**config.mk**
```make
export PLATFORM = sky130hd
export DESIGN_NAME = bf16_mac_accumulator
export DESIGN_NICKNAME = d
export VERILOG_FILES = /design/src/rtl/bf16_pkg.sv /design/src/rtl/adder_bf16.sv /design/src/rtl/bf16_mac_accumulator.sv
export SDC_FILE = /design/constraint.sdc
export NUM_CORES = 1
export LEC_CHECK = 0
export BUFFER_PORTS_ARGS = -buffer_cell sky130_fd_sc_hd__clkbuf_2
export CAP_MARGIN = 30
export CORE_MARGIN = 2
export CORE_UTILIZATION = 45
export DETAILED_ROUTE_END_ITERATION = 8
export PLACE_DENSITY = 0.72
export SLEW_MARGIN = 20
export SYNTH_ARGS = -nofsm -noshare
export SYNTH_HDL_FRONTEND = slang
export SYNTH_HIERARCHICAL = 1
export SYNTH_SLANG_ARGS = --single-unit
```
**constraint.sdc**
```tcl
create_clock -name clk -period 13.4 [get_ports clk]
set_input_delay 0.67 -clock clk [delete_from_list [all_inputs] [get_ports clk]]
set_output_delay 0.67 -clock clk [all_outputs]
set_load 0.05 [all_outputs]
```
**src/rtl/bf16_pkg.sv**
```systemverilog
// bf16_pkg: shared bf16 constants, accumulator FSM encoding and a leading-zero helper.
package bf16_pkg;
    localparam int BF16_W = 16;
    localparam logic [BF16_W-1:0] BF16_ZERO = 16'h0000;
    localparam logic [BF16_W-1:0] BF16_QNAN = 16'h7FC0;

    typedef enum logic [1:0] {IDLE, ACC, HOLD} state_e;

    function automatic logic [3:0] lzc11(input logic [10:0] v);
        lzc11 = 4'd11;
        for (int i = 0; i < 11; i++)
            if (v[i]) lzc11 = 4'(10 - i);
    endfunction
endpackage

```
**src/rtl/adder_bf16.sv**
```systemverilog
// adder_bf16: combinational bf16 adder, round-to-nearest-even, gradual underflow.
module adder_bf16
    import bf16_pkg::*;
(
    input  logic [BF16_W-1:0] a_i,
    input  logic [BF16_W-1:0] b_i,
    output logic [BF16_W-1:0] sum_o
);
    logic [BF16_W-1:0] big, sml;
    logic [7:0]  eb, es, d, mb, ms;
    logic [10:0] al, sh, as;
    logic [11:0] s;
    logic [10:0] n;
    logic [9:0]  e, ef, emax, lz, sh2;
    logic [8:0]  mr;
    logic        st, st2, sub, up, nan_in, inf_in;
    always_comb begin
        big    = (b_i[14:0] > a_i[14:0]) ? b_i : a_i;
        sml    = (b_i[14:0] > a_i[14:0]) ? a_i : b_i;
        eb     = (big[14:7] == 8'd0) ? 8'd1 : big[14:7];
        es     = (sml[14:7] == 8'd0) ? 8'd1 : sml[14:7];
        mb     = {|big[14:7], big[6:0]};
        ms     = {|sml[14:7], sml[6:0]};
        d      = eb - es;
        al     = {mb, 3'b000};
        sh     = {ms, 3'b000};
        as     = (d >= 8'd11) ? 11'd0 : sh >> d;
        st     = (d >= 8'd11) ? |ms : |(sh & ~({11{1'b1}} << d));
        sub    = big[15] ^ sml[15];
        // subtracting the sticky bit as a borrow keeps the remainder positive
        s      = sub ? {1'b0, al} - {1'b0, as} - {11'd0, st} : {1'b0, al} + {1'b0, as};
        emax   = {2'b00, eb} - 10'd1;
        lz     = {6'd0, lzc11(s[10:0])};
        sh2    = (lz < emax) ? lz : emax;
        n      = s[11] ? s[11:1] : s[10:0] << sh2;
        st2    = s[11] ? (st | s[0]) : st;
        e      = s[11] ? {2'b00, eb} + 10'd1 : {2'b00, eb} - sh2;
        up     = n[2] & (n[3] | n[1] | n[0] | st2);
        mr     = {1'b0, n[10:3]} + {8'd0, up};
        ef     = mr[8] ? e + 10'd1 : (mr[7] ? e : 10'd0);
        nan_in = (&a_i[14:7] && |a_i[6:0]) || (&b_i[14:7] && |b_i[6:0]);
        inf_in = (&a_i[14:7] && ~|a_i[6:0]) || (&b_i[14:7] && ~|b_i[6:0]);
        if (nan_in || (inf_in && &sml[14:7] && sub))
            sum_o = BF16_QNAN;
        else if (inf_in)
            sum_o = big;
        else if (s == 12'd0 && !st)
            sum_o = {big[15] & sml[15], 15'd0};
        else if (ef >= 10'd255)
            sum_o = {big[15], 8'hFF, 7'd0};
        else
            sum_o = {big[15], ef[7:0], mr[8] ? 7'd0 : mr[6:0]};
    end
endmodule

```
**src/rtl/bf16_mac_accumulator.sv**
```systemverilog
// bf16_mac_accumulator: sums variable-length runs of bf16 partial dot products
// into one result on a valid/ready output with zero-bubble turnaround.
module bf16_mac_accumulator
    import bf16_pkg::*;
#(
    parameter int CNT_W = 8
) (
    input  logic              clk,
    input  logic              reset,
    input  logic              in_valid,
    input  logic [BF16_W-1:0] in_data,
    input  logic              in_last,
    output logic              in_ready,
    output logic              out_valid,
    output logic [BF16_W-1:0] out_data,
    output logic [CNT_W-1:0]  out_beats,
    output logic              out_sat,
    input  logic              out_ready,
    output logic              busy
);
    state_e            state_q, state_d;
    logic [BF16_W-1:0] acc_q, acc_d, sum;
    logic [CNT_W-1:0]  cnt_q, cnt_d;
    logic              sat_q, sat_d, accept, load, add;

    adder_bf16 u_add (.a_i(acc_q), .b_i(in_data), .sum_o(sum));

    always_comb begin
        in_ready = (state_q == HOLD) ? out_ready : 1'b1;
        accept   = in_valid && in_ready;
        // first beat is loaded, never added to zero, so -0 and NaN payloads survive
        load     = accept && state_q != ACC;
        add      = accept && state_q == ACC;
        state_d  = accept ? (in_last ? HOLD : ACC)
                 : (state_q == HOLD && out_ready) ? IDLE : state_q;
        acc_d    = load ? in_data : add ? sum : acc_q;
        cnt_d    = load ? CNT_W'(1) : (add && !(&cnt_q)) ? cnt_q + CNT_W'(1) : cnt_q;
        sat_d    = load ? 1'b0 : (add && &cnt_q) ? 1'b1 : sat_q;
    end

    always_ff @(posedge clk or posedge reset) begin
        if (reset) begin
            state_q <= IDLE;
            acc_q   <= BF16_ZERO;
            cnt_q   <= '0;
            sat_q   <= 1'b0;
        end else begin
            state_q <= state_d;
            acc_q   <= acc_d;
            cnt_q   <= cnt_d;
            sat_q   <= sat_d;
        end
    end

    assign out_valid = state_q == HOLD;
    assign busy      = state_q == ACC;
    assign out_data  = acc_q;
    assign out_beats = cnt_q;
    assign out_sat   = sat_q;
endmodule

```
==> flow_results.xml, run 1 <==
<?xml version="1.0" encoding="UTF-8"?>
<metrics>
  <group name="global_routing">
    <metric name="global_route.overflow_total" unit="">0</metric>
    <metric name="largest_net_degree_at_the_start_of_global_routing" unit="">30</metric>
    <metric name="global_route.usage.total" unit="%">28.4</metric>
    <metric name="grt_antenna_before_repair" unit="">0</metric>
    <metric name="grt_first_pass_wirelength" unit="µm">41400</metric>
    <metric name="grt_pass1_vias" unit="">8115</metric>
  </group>
  <group name="drt">
    <metric name="post_drt_via_cell_ratio" unit="">6.68</metric>
    <metric name="post_drt_wl_per_cell" unit="µm">20.1</metric>
    <metric name="drc_errors" unit="">0</metric>
    <metric name="detail_route.wirelength" unit="µm">26300</metric>
    <metric name="num_vias" unit="">8745</metric>
    <metric name="detail-route-antenna-nets" unit="">0</metric>
    <metric name="dr.pass1.iters" unit="">5</metric>
    <metric name="initialDrtViolationCount" unit="">1002</metric>
  </group>
  <group name="final_layout">
    <metric name="final_net_count" unit="">1181</metric>
    <metric name="area_growth" unit="%">13.4</metric>
    <metric name="post_route_cells_drive_above_1_share" unit="%">18.3</metric>
    <metric name="antenna_cells_inserted" unit="">0</metric>
    <metric name="final-instance-count-excl-fill" unit="">1309</metric>
  </group>
  <group name="yosys">
    <metric name="synth_edf_count" unit="">0</metric>
    <metric name="syn_inst_count" unit="">1029</metric>
    <metric name="synth.yosys.warnings" unit="">6</metric>
    <metric name="yosys-top-cells-area" unit="">ha_1, dfrtp_1, mux2i_1</metric>
    <metric name="post_synth_num_cell_types" unit="">103</metric>
    <metric name="synth.avg_cell_area" unit="µm²">7.21</metric>
    <metric name="ys_dominant_reg_cell" unit="">dfrtp_1</metric>
    <metric name="synth.largest_area_cell" unit="">ha_1</metric>
    <metric name="synth_async_sr_flop_share" unit="%">100</metric>
    <metric name="yosys_top_cell_area_share" unit="%">10.6</metric>
    <metric name="seq_cells_post_synth" unit="">27</metric>
    <metric name="synthesis.area" unit="µm²">7420</metric>
    <metric name="yosysSeqAreaShare" unit="%">9.11</metric>
  </group>
  <group name="worst_setup_path">
    <metric name="worst_setup_path_start_kind" unit="">register</metric>
    <metric name="critPathKind" unit="">reg2reg</metric>
    <metric name="cp_max_fo" unit="">11</metric>
    <metric name="critPathArrivalTime" unit="ns">12.97</metric>
    <metric name="reg2reg_depth" unit="">55</metric>
    <metric name="crit-reg2reg-capture" unit="">out_data[6]$_DFFE_PP0P_</metric>
    <metric name="reg2reg_slack" unit="ns">0.61</metric>
    <metric name="critical_path.slowest_cell" unit="">dfrtp_1</metric>
    <metric name="critical-path-top-delay-family" unit="">simple AND/OR/NAND/NOR gates</metric>
    <metric name="timing.critical_path.buf_inv" unit="">5</metric>
    <metric name="worst_r2r_startpoint" unit="">out_data[11]$_DFFE_PP0P_</metric>
    <metric name="cp_slowest_stage_delay" unit="ns">0.54</metric>
    <metric name="worst_setup_path_end_kind" unit="">register</metric>
    <metric name="crit_required" unit="ns">13.58</metric>
    <metric name="critPathMostFrequentCell" unit="">ha_1</metric>
  </group>
  <group name="placement">
    <metric name="post-dp-hpwl" unit="µm">20300</metric>
    <metric name="placement.io_buffers" unit="">48</metric>
    <metric name="gp_routability_congestion" unit="">1.05</metric>
    <metric name="placedCellCount" unit="">1287</metric>
  </group>
  <group name="timing">
    <metric name="final.hold.worst_slack" unit="ns">0.377</metric>
    <metric name="worst_slew_pin_slew" unit="ns">0.859</metric>
    <metric name="setup_repair_after_global_routing_missed_its_margin" unit="">yes</metric>
    <metric name="totalNegativeSetupSlack" unit="ns">0</metric>
    <metric name="maxClockFrequency" unit="MHz">78.2</metric>
    <metric name="timing_max_transition_violations_final" unit="">0</metric>
    <metric name="timing.final.crit_period" unit="ns">12.79</metric>
    <metric name="slew_headroom" unit="%">42.7</metric>
    <metric name="final-hold-violation-count" unit="">0</metric>
    <metric name="clock_skew" unit="ns">0.00480</metric>
    <metric name="finalSetupViolCount" unit="">0</metric>
    <metric name="period_share" unit="%">95.4</metric>
  </group>
  <group name="clock_tree">
    <metric name="cts.reportedPaths.clkPinSlew" unit="ns">0.08</metric>
    <metric name="clk_root_buffer_cell" unit="">clkbuf_16</metric>
    <metric name="ctsHtreeMaxLevel" unit="">1</metric>
    <metric name="cts-buffers-inserted" unit="">3</metric>
    <metric name="holdBufCountCts" unit="">0</metric>
    <metric name="cts_max_path_buffers" unit="">2</metric>
    <metric name="tritoncts" unit="">built</metric>
    <metric name="clk_latency" unit="ns">0.27</metric>
    <metric name="clock-sinks" unit="">27</metric>
  </group>
  <group name="outcome">
    <metric name="result_of_the_run" unit="">completed</metric>
  </group>
  <group name="floorplan">
    <metric name="initial_standard_cell_utilization_of_the_core" unit="%">46.3</metric>
    <metric name="core_rows" unit="">46</metric>
    <metric name="die-height" unit="µm">132</metric>
    <metric name="dieArea" unit="µm²">17500</metric>
    <metric name="die_width" unit="µm">132</metric>
    <metric name="pin_count" unit="">49</metric>
    <metric name="floorplan.core_area" unit="µm²">16000</metric>
  </group>
  <group name="worst_hold_path">
    <metric name="worstHoldPathType" unit="">in2async</metric>
  </group>
  <group name="run">
    <metric name="max-cap-violations" unit="">0</metric>
  </group>
</metrics>
-- placed cells by master (no fill, tap or decap), types with 12 or more instances in the layout --
cell | netlist | layout
o21ai_0 | 48 | 46
nor2_1 | 96 | 94
ha_1 | 63 | 63
clkbuf_2 | 1 | 48
and2_1 | 13 | 12
nor3_1 | 30 | 29
o211ai_1 | 13 | 13
nand3_1 | 28 | 27
dfrtp_1 | 27 | 25
o22ai_1 | 16 | 16
a21o_1 | 15 | 15
mux2i_1 | 46 | 44
nand4_1 | 26 | 26
a21oi_1 | 60 | 54
buf_4 | 5 | 55
inv_1 | 61 | 60
xnor2_1 | 20 | 19
nand2_1 | 103 | 103
a211oi_1 | 26 | 24
o21ai_1 | 10 | 12
-- flip-flops by register name, summed over array words and instances (netlist names) --
signal,flops
state_q,2
out_sat,1
out_beats,8
out_data,16
-- worst max-delay path by stage --
stage,cells past startpoint,slack [ns],end,start
floorplan,59,0.45,out_data[10]$_DFFE_PP0P_,out_data[10]$_DFFE_PP0P_
global placement,53,-0.14,out_data[6]$_DFFE_PP0P_,in_data[12]
detailed placement,56,-0.31,out_data[6]$_DFFE_PP0P_,in_data[12]
CTS,55,0.05,out_data[6]$_DFFE_PP0P_,out_data[14]$_DFFE_PP0P_
global route,59,-0.16,out_data[2]$_DFFE_PP0P_,out_data[12]$_DFFE_PP0P_
finish,55,0.61,out_data[6]$_DFFE_PP0P_,out_data[11]$_DFFE_PP0P_
-- layer usage --
metal  vias to the layer above  share of wire (%)  global-route usage (%)
met4                         0                5.5                    13.2
met5                         -                  0                       0
li1                       4064                  -                       -
met3                       105                8.7                    4.92
met1                      4102                 41                    37.2
met2                       474                 44                    45.4
-- synthesized netlist by cell type, types with 22 or more instances --
cell,n
ha_1,63
a211oi_1,26
nor3_1,30
nand2_1,103
nor2_1,96
dfrtp_1,27
nand4_1,26
a21oi_1,60
nand3_1,28
mux2i_1,46
o21ai_0,48
inv_1,61
clkbuf_1,22
-- cell type report --
type | count | area, µm²
tap | 216 | 270
timing repair buffer | 106 | 703
inverter | 64 | 246
fill | 1612 | 7590
sequential | 27 | 678
clock buffer | 3 | 75.1
multi-input combinational | 892 | 6430
clock inverter | 1 | 8.76
-- repair_timing --
action	in CTS	in global routing
pin swaps	1	6
resized for setup	1	40
hold endpoints to repair	0	0
gates cloned	0	1
endpoints found under the setup margin	10	15
setup buffers	4	13
-- per-stage QoR --
stage	utilization, %	worst slack [ns]	area (µm²)
floorplan	-	0.453	7420
global placement	49.9	-0.136	7990
detailed placement	50.1	-0.313	8020
CTS	50.8	0.0533	8140
global route	52.6	-0.164	8410
finish	52.6	0.613	8410
-- logic make-up after synthesis --
| logic type | Yosys count | synth area share [%] |
|---|---|---|
| other | 1 | 0.0506 |
| adder cells (fa/ha/maj) | 67 | 11.6 |
| buffers and inverters | 112 | 6.75 |
| AND/OR/NAND/NOR | 392 | 27.6 |
| flip-flops | 27 | 9.11 |
| XOR/XNOR | 32 | 3.78 |
| AO/OA/AOI/OAI | 342 | 33.4 |
| multiplexers | 56 | 7.76 |
Power of run 1 is not shown: default switching activity piles up to over one toggle a cycle in this logic, so the estimate is an artifact.
==> run 2, diff against run 1 <==
CTS_CLUSTER_DIAMETER = 80   (was default)
GPL_TIMING_DRIVEN = 0   (was default)
SYNTH_HIERARCHICAL = default   (was 1)
==> flow_results.xml, run 2 <==
<?xml version="1.0" encoding="UTF-8"?>
<metrics>
  <group name="timing">
    <metric name="final_critical_path_setup_slack" unit="ns">0.574</metric>
    <metric name="totalNegativeSetupSlack" unit="ns">0</metric>
    <metric name="worst_slew_pin_slew" unit="ns">0.899</metric>
    <metric name="slew_headroom" unit="%">39.6</metric>
    <metric name="maxClockFrequency" unit="MHz">78.0</metric>
    <metric name="clock_skew" unit="ns">0.00485</metric>
    <metric name="timing_max_transition_violations_final" unit="">0</metric>
    <metric name="final-hold-violation-count" unit="">0</metric>
    <metric name="finalSetupViolCount" unit="">0</metric>
    <metric name="timing.final.crit_period" unit="ns">12.83</metric>
    <metric name="final.hold.worst_slack" unit="ns">0.398</metric>
    <metric name="period_share" unit="%">95.7</metric>
  </group>
  <group name="global_routing">
    <metric name="global_route.usage.met2" unit="%">46.4</metric>
    <metric name="grt_pass1_vias" unit="">7277</metric>
    <metric name="globalRoute.busiestLayer" unit="">met2</metric>
    <metric name="grt_antenna_before_repair" unit="">0</metric>
    <metric name="global_route.overflow_total" unit="">0</metric>
    <metric name="global_route.usage.total" unit="%">28.0</metric>
    <metric name="grt.met3_usage" unit="%">2.80</metric>
    <metric name="largest_net_degree_at_the_start_of_global_routing" unit="">19</metric>
    <metric name="grt.met1_usage" unit="%">39.3</metric>
    <metric name="grt_first_pass_wirelength" unit="µm">37600</metric>
  </group>
  <group name="floorplan">
    <metric name="floorplan.core_area" unit="µm²">15100</metric>
    <metric name="core_rows" unit="">45</metric>
    <metric name="dieArea" unit="µm²">16400</metric>
    <metric name="initial_standard_cell_utilization_of_the_core" unit="%">45.8</metric>
    <metric name="die-height" unit="µm">128</metric>
    <metric name="pin_count" unit="">49</metric>
    <metric name="die_width" unit="µm">128</metric>
  </group>
  <group name="drt">
    <metric name="post_drt_via_cell_ratio" unit="">6.53</metric>
    <metric name="dr.pass1.iters" unit="">6</metric>
    <metric name="drc_errors" unit="">0</metric>
    <metric name="initialDrtViolationCount" unit="">1001</metric>
    <metric name="detail_route.wirelength" unit="µm">23800</metric>
    <metric name="detail-route-antenna-nets" unit="">0</metric>
    <metric name="num_vias" unit="">8140</metric>
    <metric name="post_drt_wl_per_cell" unit="µm">19.0</metric>
  </group>
  <group name="placement">
    <metric name="placement.io_buffers" unit="">47</metric>
    <metric name="post-dp-hpwl" unit="µm">18700</metric>
    <metric name="gp_routability_congestion" unit="">0.966</metric>
    <metric name="dp_slack" unit="ns">-1.30</metric>
  </group>
  <group name="yosys">
    <metric name="synth_async_sr_flop_share" unit="%">100</metric>
    <metric name="yosysSeqAreaShare" unit="%">9.77</metric>
    <metric name="synth.avg_cell_area" unit="µm²">6.91</metric>
    <metric name="synth_edf_count" unit="">0</metric>
    <metric name="yosys-top-cells-area" unit="">ha_1, dfrtp_1, nor2_1</metric>
    <metric name="most_instantiated_library_cell_after_synthesis" unit="">nor2_1</metric>
    <metric name="syn_inst_count" unit="">1001</metric>
    <metric name="synthesis.area" unit="µm²">6910</metric>
    <metric name="ys_dominant_reg_cell" unit="">dfrtp_1</metric>
    <metric name="synth.top_cells.by_count" unit="">nor2_1, nand2_1, a21oi_1, ha_1, inv_1</metric>
    <metric name="synth.yosys.warnings" unit="">0</metric>
    <metric name="synth.largest_area_cell" unit="">ha_1</metric>
    <metric name="yosys_top_cell_area_share" unit="%">11.4</metric>
    <metric name="post_synth_num_cell_types" unit="">89</metric>
    <metric name="seq_cells_post_synth" unit="">27</metric>
  </group>
  <group name="run">
    <metric name="max-cap-violations" unit="">0</metric>
  </group>
  <group name="clock_tree">
    <metric name="clk_latency" unit="ns">0.27</metric>
    <metric name="cts_max_path_buffers" unit="">2</metric>
    <metric name="tritoncts" unit="">built</metric>
    <metric name="clk_root_buffer_cell" unit="">clkbuf_16</metric>
    <metric name="clock-sinks" unit="">27</metric>
    <metric name="cts.reportedPaths.clkPinSlew" unit="ns">0.07</metric>
    <metric name="cts-buffers-inserted" unit="">3</metric>
    <metric name="ctsHtreeMaxLevel" unit="">1</metric>
  </group>
  <group name="final_layout">
    <metric name="post_route_cells_drive_above_1_share" unit="%">14.2</metric>
    <metric name="flip_flop_count_of_the_largest_register_after_layout" unit="">16</metric>
    <metric name="area_growth" unit="%">12.5</metric>
    <metric name="filler_cell_count" unit="">1505</metric>
    <metric name="sequential_cell_area" unit="µm²">686</metric>
    <metric name="final_net_count" unit="">1147</metric>
    <metric name="most-common-layout-cells" unit="">nor2_1, nand2_1, a21oi_1, inv_1, ha_1</metric>
    <metric name="multiInputGateArea" unit="µm²">6040</metric>
    <metric name="layout.cells.most_common" unit="">nor2_1</metric>
    <metric name="antenna_cells_inserted" unit="">0</metric>
  </group>
  <group name="worst_setup_path">
    <metric name="cp_max_fo" unit="">10</metric>
    <metric name="critical_path.slowest_cell" unit="">dfrtp_1</metric>
    <metric name="crit-reg2reg-capture" unit="">out_data[4]$_DFFE_PP0P_</metric>
    <metric name="critPathMostFrequentCell" unit="">ha_1</metric>
    <metric name="cp_slowest_stage_delay" unit="ns">0.50</metric>
    <metric name="worst_r2r_startpoint" unit="">out_data[7]$_DFFE_PP0P_</metric>
    <metric name="critPathKind" unit="">reg2reg</metric>
    <metric name="critPathArrivalTime" unit="ns">12.95</metric>
    <metric name="worst_setup_path_start_kind" unit="">register</metric>
    <metric name="reg2reg_depth" unit="">55</metric>
    <metric name="reg2reg_slack" unit="ns">0.57</metric>
    <metric name="startpoint_of_the_worst_setup_timing_path" unit="">out_data[7]$_DFFE_PP0P_</metric>
    <metric name="worst_setup_path_end_kind" unit="">register</metric>
    <metric name="crit_required" unit="ns">13.52</metric>
  </group>
  <group name="outcome">
    <metric name="result_of_the_run" unit="">completed</metric>
  </group>
  <group name="worst_hold_path">
    <metric name="worstHoldPathType" unit="">in2async</metric>
  </group>
</metrics>
==> run 2: critical path, delay by kind of cell, from the launching register on <==
kind | cells | cell delay (ns)
DFF | 1 | 0.50
AOI/OAI and AO/OA | 25 | 5.19
and+or+nand+nor | 15 | 3.15
buffers and inverters | 6 | 1.08
adders and majority gates | 9 | 2.72
==> run 2: area by class of cell <==
type / count / area share [%]
multi-input cells: 869 / 77.6
well taps: 188 / 3.03
clock buffers: 3 / 0.966
clock inverters: 1 / 0.0966
plain buffers: 39 / 2.35
flip-flops and latches: 27 / 8.82
inverters: 67 / 3.27
repair buffers: 53 / 3.83
==> run 2: logic make-up after synthesis <==
group | after synthesis | synth area share (%)
and+or+nand+nor | 390 | 26.8
xor gates and xnor gates | 30 | 3.80
DFF | 27 | 9.77
AOI/OAI and AO/OA | 334 | 33.2
muxes | 46 | 7.73
buffers and inverters | 106 | 6.21
other | 1 | 0.0542
adders and majority gates | 67 | 12.4
==> run 2: metrics by stage <==
stage                     utilization [%]  instance area (µm²)  instances
after detailed placement             49.2                 7430       1239
after floorplan                         -                 6920       1002
after CTS                            50.3                 7600       1245
after global placement               49.0                 7390       1237
after global routing                 51.5                 7770       1247
final                                51.5                 7770       1247
==> run 2: how the worst max path moves through the flow <==
| stage | to | slack [ns] | cells after the start |
|---|---|---|---|
| 2_1_floorplan | out_data[10]$_DFFE_PP0P_ | 1.06 | 54 |
| 3_3_place_gp | out_data[2]$_DFFE_PP0P_ | -1.70 | 49 |
| 3_5_place_dp | out_data[4]$_DFFE_PP0P_ | -1.30 | 57 |
| 4_1_cts | out_data[6]$_DFFE_PP0P_ | 0.20 | 57 |
| 5_1_grt | out_data[8]$_DFFE_PP0P_ | -0.03 | 54 |
| 6_report | out_data[4]$_DFFE_PP0P_ | 0.57 | 55 |
==> run 2: per-layer routing <==
layer / wire length, µm / up-vias / share of wire (%)
met5: 0 / - / 0
met3: 2150 / 69 / 9.0
met4: 588 / 0 / 2.5
met2: 10800 / 447 / 46
met1: 10200 / 3782 / 43
li1: - / 3842 / -
==> run 2: timing repair <==
action                                 in CTS  in global routing
hold buffers                                0                  0
setup endpoints to repair                  15                 15
pin swaps                                   2                  4
endpoints found under the hold margin       0                  0
resized for setup                          16                 38
setup buffers                               2                  2
Power of run 2 is left out for the same reason.
==> run 3, diff against run 2 <==
ABC_AREA = 1   (was default)
==> flow_results.xml, run 3 <==
<?xml version="1.0" encoding="UTF-8"?>
<metrics>
  <group name="outcome">
    <metric name="result_of_the_run" unit="">completed</metric>
  </group>
  <group name="worst_setup_path">
    <metric name="crit-reg2reg-capture" unit="">out_data[8]$_DFFE_PP0P_</metric>
    <metric name="critPathMostFrequentCell" unit="">nor2_1</metric>
    <metric name="worst_setup_path_end_kind" unit="">register</metric>
    <metric name="cp_slowest_stage_delay" unit="ns">0.44</metric>
    <metric name="critPathArrivalTime" unit="ns">12.56</metric>
    <metric name="worst_r2r_startpoint" unit="">out_data[14]$_DFFE_PP0P_</metric>
    <metric name="timing.critical_path.buf_inv" unit="">17</metric>
    <metric name="reg2reg_slack" unit="ns">0.98</metric>
    <metric name="worst_setup_path_start_kind" unit="">register</metric>
    <metric name="startpoint_of_the_worst_setup_timing_path" unit="">out_data[14]$_DFFE_PP0P_</metric>
    <metric name="critical_path.slowest_cell" unit="">dfrtp_1</metric>
    <metric name="cp_max_fo" unit="">10</metric>
    <metric name="reg2reg_depth" unit="">80</metric>
    <metric name="critical-path-top-delay-family" unit="">simple AND/OR/NAND/NOR gates</metric>
    <metric name="crit_required" unit="ns">13.54</metric>
    <metric name="critPathKind" unit="">reg2reg</metric>
  </group>
  <group name="drt">
    <metric name="drc_errors" unit="">0</metric>
    <metric name="dr.pass1.iters" unit="">5</metric>
    <metric name="post_drt_via_cell_ratio" unit="">5.45</metric>
    <metric name="num_vias" unit="">7421</metric>
    <metric name="initialDrtViolationCount" unit="">612</metric>
    <metric name="detail-route-antenna-nets" unit="">0</metric>
    <metric name="post_drt_wl_per_cell" unit="µm">14.4</metric>
    <metric name="detail_route.wirelength" unit="µm">19600</metric>
  </group>
  <group name="global_routing">
    <metric name="grt_first_pass_wirelength" unit="µm">32000</metric>
    <metric name="global_route.overflow_total" unit="">0</metric>
    <metric name="global_route.usage.total" unit="%">24.4</metric>
    <metric name="grt_pass1_vias" unit="">6746</metric>
    <metric name="largest_net_degree_at_the_start_of_global_routing" unit="">19</metric>
    <metric name="grt_antenna_before_repair" unit="">0</metric>
  </group>
  <group name="clock_tree">
    <metric name="tritoncts" unit="">built</metric>
    <metric name="cts_repair_resize_count" unit="">0</metric>
    <metric name="ctsHtreeMaxLevel" unit="">1</metric>
    <metric name="clk_root_buffer_cell" unit="">clkbuf_16</metric>
    <metric name="holdBufCountCts" unit="">0</metric>
    <metric name="clock-sinks" unit="">27</metric>
    <metric name="postCtsSetupRepairBufs" unit="">0</metric>
    <metric name="cts_max_path_buffers" unit="">2</metric>
    <metric name="cts-buffers-inserted" unit="">3</metric>
    <metric name="cts.reportedPaths.clkPinSlew" unit="ns">0.07</metric>
    <metric name="clk_latency" unit="ns">0.27</metric>
  </group>
  <group name="final_layout">
    <metric name="multiInputGateArea" unit="µm²">4960</metric>
    <metric name="flip_flop_count_of_the_largest_register_after_layout" unit="">16</metric>
    <metric name="layout.cells.most_common" unit="">nand2_1</metric>
    <metric name="filler_cell_count" unit="">1477</metric>
    <metric name="post_route_cells_drive_above_1_share" unit="%">12.9</metric>
    <metric name="area_growth" unit="%">9.37</metric>
    <metric name="sequential_cell_area" unit="µm²">676</metric>
    <metric name="most-common-layout-cells" unit="">nand2_1, inv_1, nand3_1, nor2_1, ha_1</metric>
    <metric name="final_net_count" unit="">1270</metric>
    <metric name="antenna_cells_inserted" unit="">0</metric>
  </group>
  <group name="yosys">
    <metric name="yosys_top_cell_area_share" unit="%">16.3</metric>
    <metric name="synth.yosys.warnings" unit="">0</metric>
    <metric name="synth.top_cells.by_count" unit="">nand2_1, inv_1, nand3_1, nor2_1, ha_1</metric>
    <metric name="seq_cells_post_synth" unit="">27</metric>
    <metric name="synth.avg_cell_area" unit="µm²">5.78</metric>
    <metric name="post_synth_num_cell_types" unit="">55</metric>
    <metric name="most_instantiated_library_cell_after_synthesis" unit="">nand2_1</metric>
    <metric name="ys_dominant_reg_cell" unit="">dfrtp_1</metric>
    <metric name="synthesis.area" unit="µm²">6520</metric>
    <metric name="synth_edf_count" unit="">0</metric>
    <metric name="yosys-top-cells-area" unit="">nand2_1, ha_1, inv_1</metric>
    <metric name="syn_inst_count" unit="">1128</metric>
    <metric name="synth.largest_area_cell" unit="">nand2_1</metric>
    <metric name="yosysSeqAreaShare" unit="%">10.4</metric>
    <metric name="synth_async_sr_flop_share" unit="%">100</metric>
  </group>
  <group name="timing">
    <metric name="period_share" unit="%">92.7</metric>
    <metric name="timing.final.crit_period" unit="ns">12.42</metric>
    <metric name="clock_skew" unit="ns">0.00307</metric>
    <metric name="final-hold-violation-count" unit="">0</metric>
    <metric name="slew_headroom" unit="%">39.9</metric>
    <metric name="setup_repair_after_global_routing_missed_its_margin" unit="">no</metric>
    <metric name="totalNegativeSetupSlack" unit="ns">0</metric>
    <metric name="timing_max_transition_violations_final" unit="">0</metric>
    <metric name="finalSetupViolCount" unit="">0</metric>
    <metric name="worst_slew_pin_slew" unit="ns">0.892</metric>
    <metric name="maxClockFrequency" unit="MHz">80.5</metric>
  </group>
  <group name="floorplan">
    <metric name="die-height" unit="µm">124</metric>
    <metric name="core_rows" unit="">43</metric>
    <metric name="floorplan.core_area" unit="µm²">14000</metric>
    <metric name="die_width" unit="µm">124</metric>
    <metric name="pin_count" unit="">49</metric>
    <metric name="dieArea" unit="µm²">15500</metric>
    <metric name="initial_standard_cell_utilization_of_the_core" unit="%">46.4</metric>
  </group>
  <group name="placement">
    <metric name="placement.io_buffers" unit="">48</metric>
    <metric name="gp_routability_congestion" unit="">0.983</metric>
    <metric name="post-dp-hpwl" unit="µm">16300</metric>
  </group>
  <group name="worst_hold_path">
    <metric name="worstHoldPathType" unit="">in2async</metric>
  </group>
  <group name="run">
    <metric name="max-cap-violations" unit="">0</metric>
  </group>
</metrics>
[run 3: cell count changes after synthesis, moves of 30 or more]
cell / before / now
nor2_1: 129 / 93
inv_1: 63 / 187
a21oi_1: 85 / 55
nand3_1: 28 / 115
nand2_1: 97 / 283
mux2i_1: 30 / 0
[run 3: cell families after synthesis]
kind of cell | share of synthesized area [%]
simple gates | 42.8
xor+xnor | 3.36
buf+inv | 14.2
fa+ha+maj | 13.0
compound gates | 16.2
flops | 10.4
other cells | 0.0575
[run 3: how the worst max path moves through the flow]
stage	cells after the start	slack, ns	to
2_1_floorplan	79	2.63	out_data[11]$_DFFE_PP0P_
3_3_place_gp	79	0.42	out_data[8]$_DFFE_PP0P_
3_5_place_dp	79	0.29	out_data[8]$_DFFE_PP0P_
4_1_cts	80	0.47	out_data[0]$_DFFE_PP0P_
5_1_grt	84	0.02	out_data[0]$_DFFE_PP0P_
6_report	80	0.98	out_data[8]$_DFFE_PP0P_
[run 3: metrics by stage]
step | cells | hold WS, ns | area [µm²] | setup slack, ns | utilization [%]
after floorplan | 1129 | 0.532 | 6520 | 2.63 | -
after global placement | 1357 | 0.472 | 6990 | 0.420 | 49.8
after detailed placement | 1358 | 0.483 | 7020 | 0.286 | 50.0
after CTS | 1362 | 0.394 | 7100 | 0.472 | 50.5
after global routing | 1362 | 0.436 | 7130 | 0.0171 | 50.8
final | 1362 | 0.387 | 7130 | 0.982 | 50.8
[run 3: final cells by class]
type	count	area share (%)
well taps	180	3.16
multi-input cells	876	69.5
inverters	202	10.7
clock buffers	3	1.05
clock inverters	1	0.0702
flip-flops and latches	27	9.48
repair buffers	49	3.76
plain buffers	24	2.28
[run 3: metal layers]
metal / up-vias / wire length [µm] / GRT usage, %
met5: - / 0 / 0
met2: 281 / 8830 / 40.7
li1: 3777 / - / -
met1: 3330 / 9090 / 34.2
met3: 33 / 1160 / 0.859
met4: 0 / 483 / 7.80
Power of run 3 is left out for the same reason.
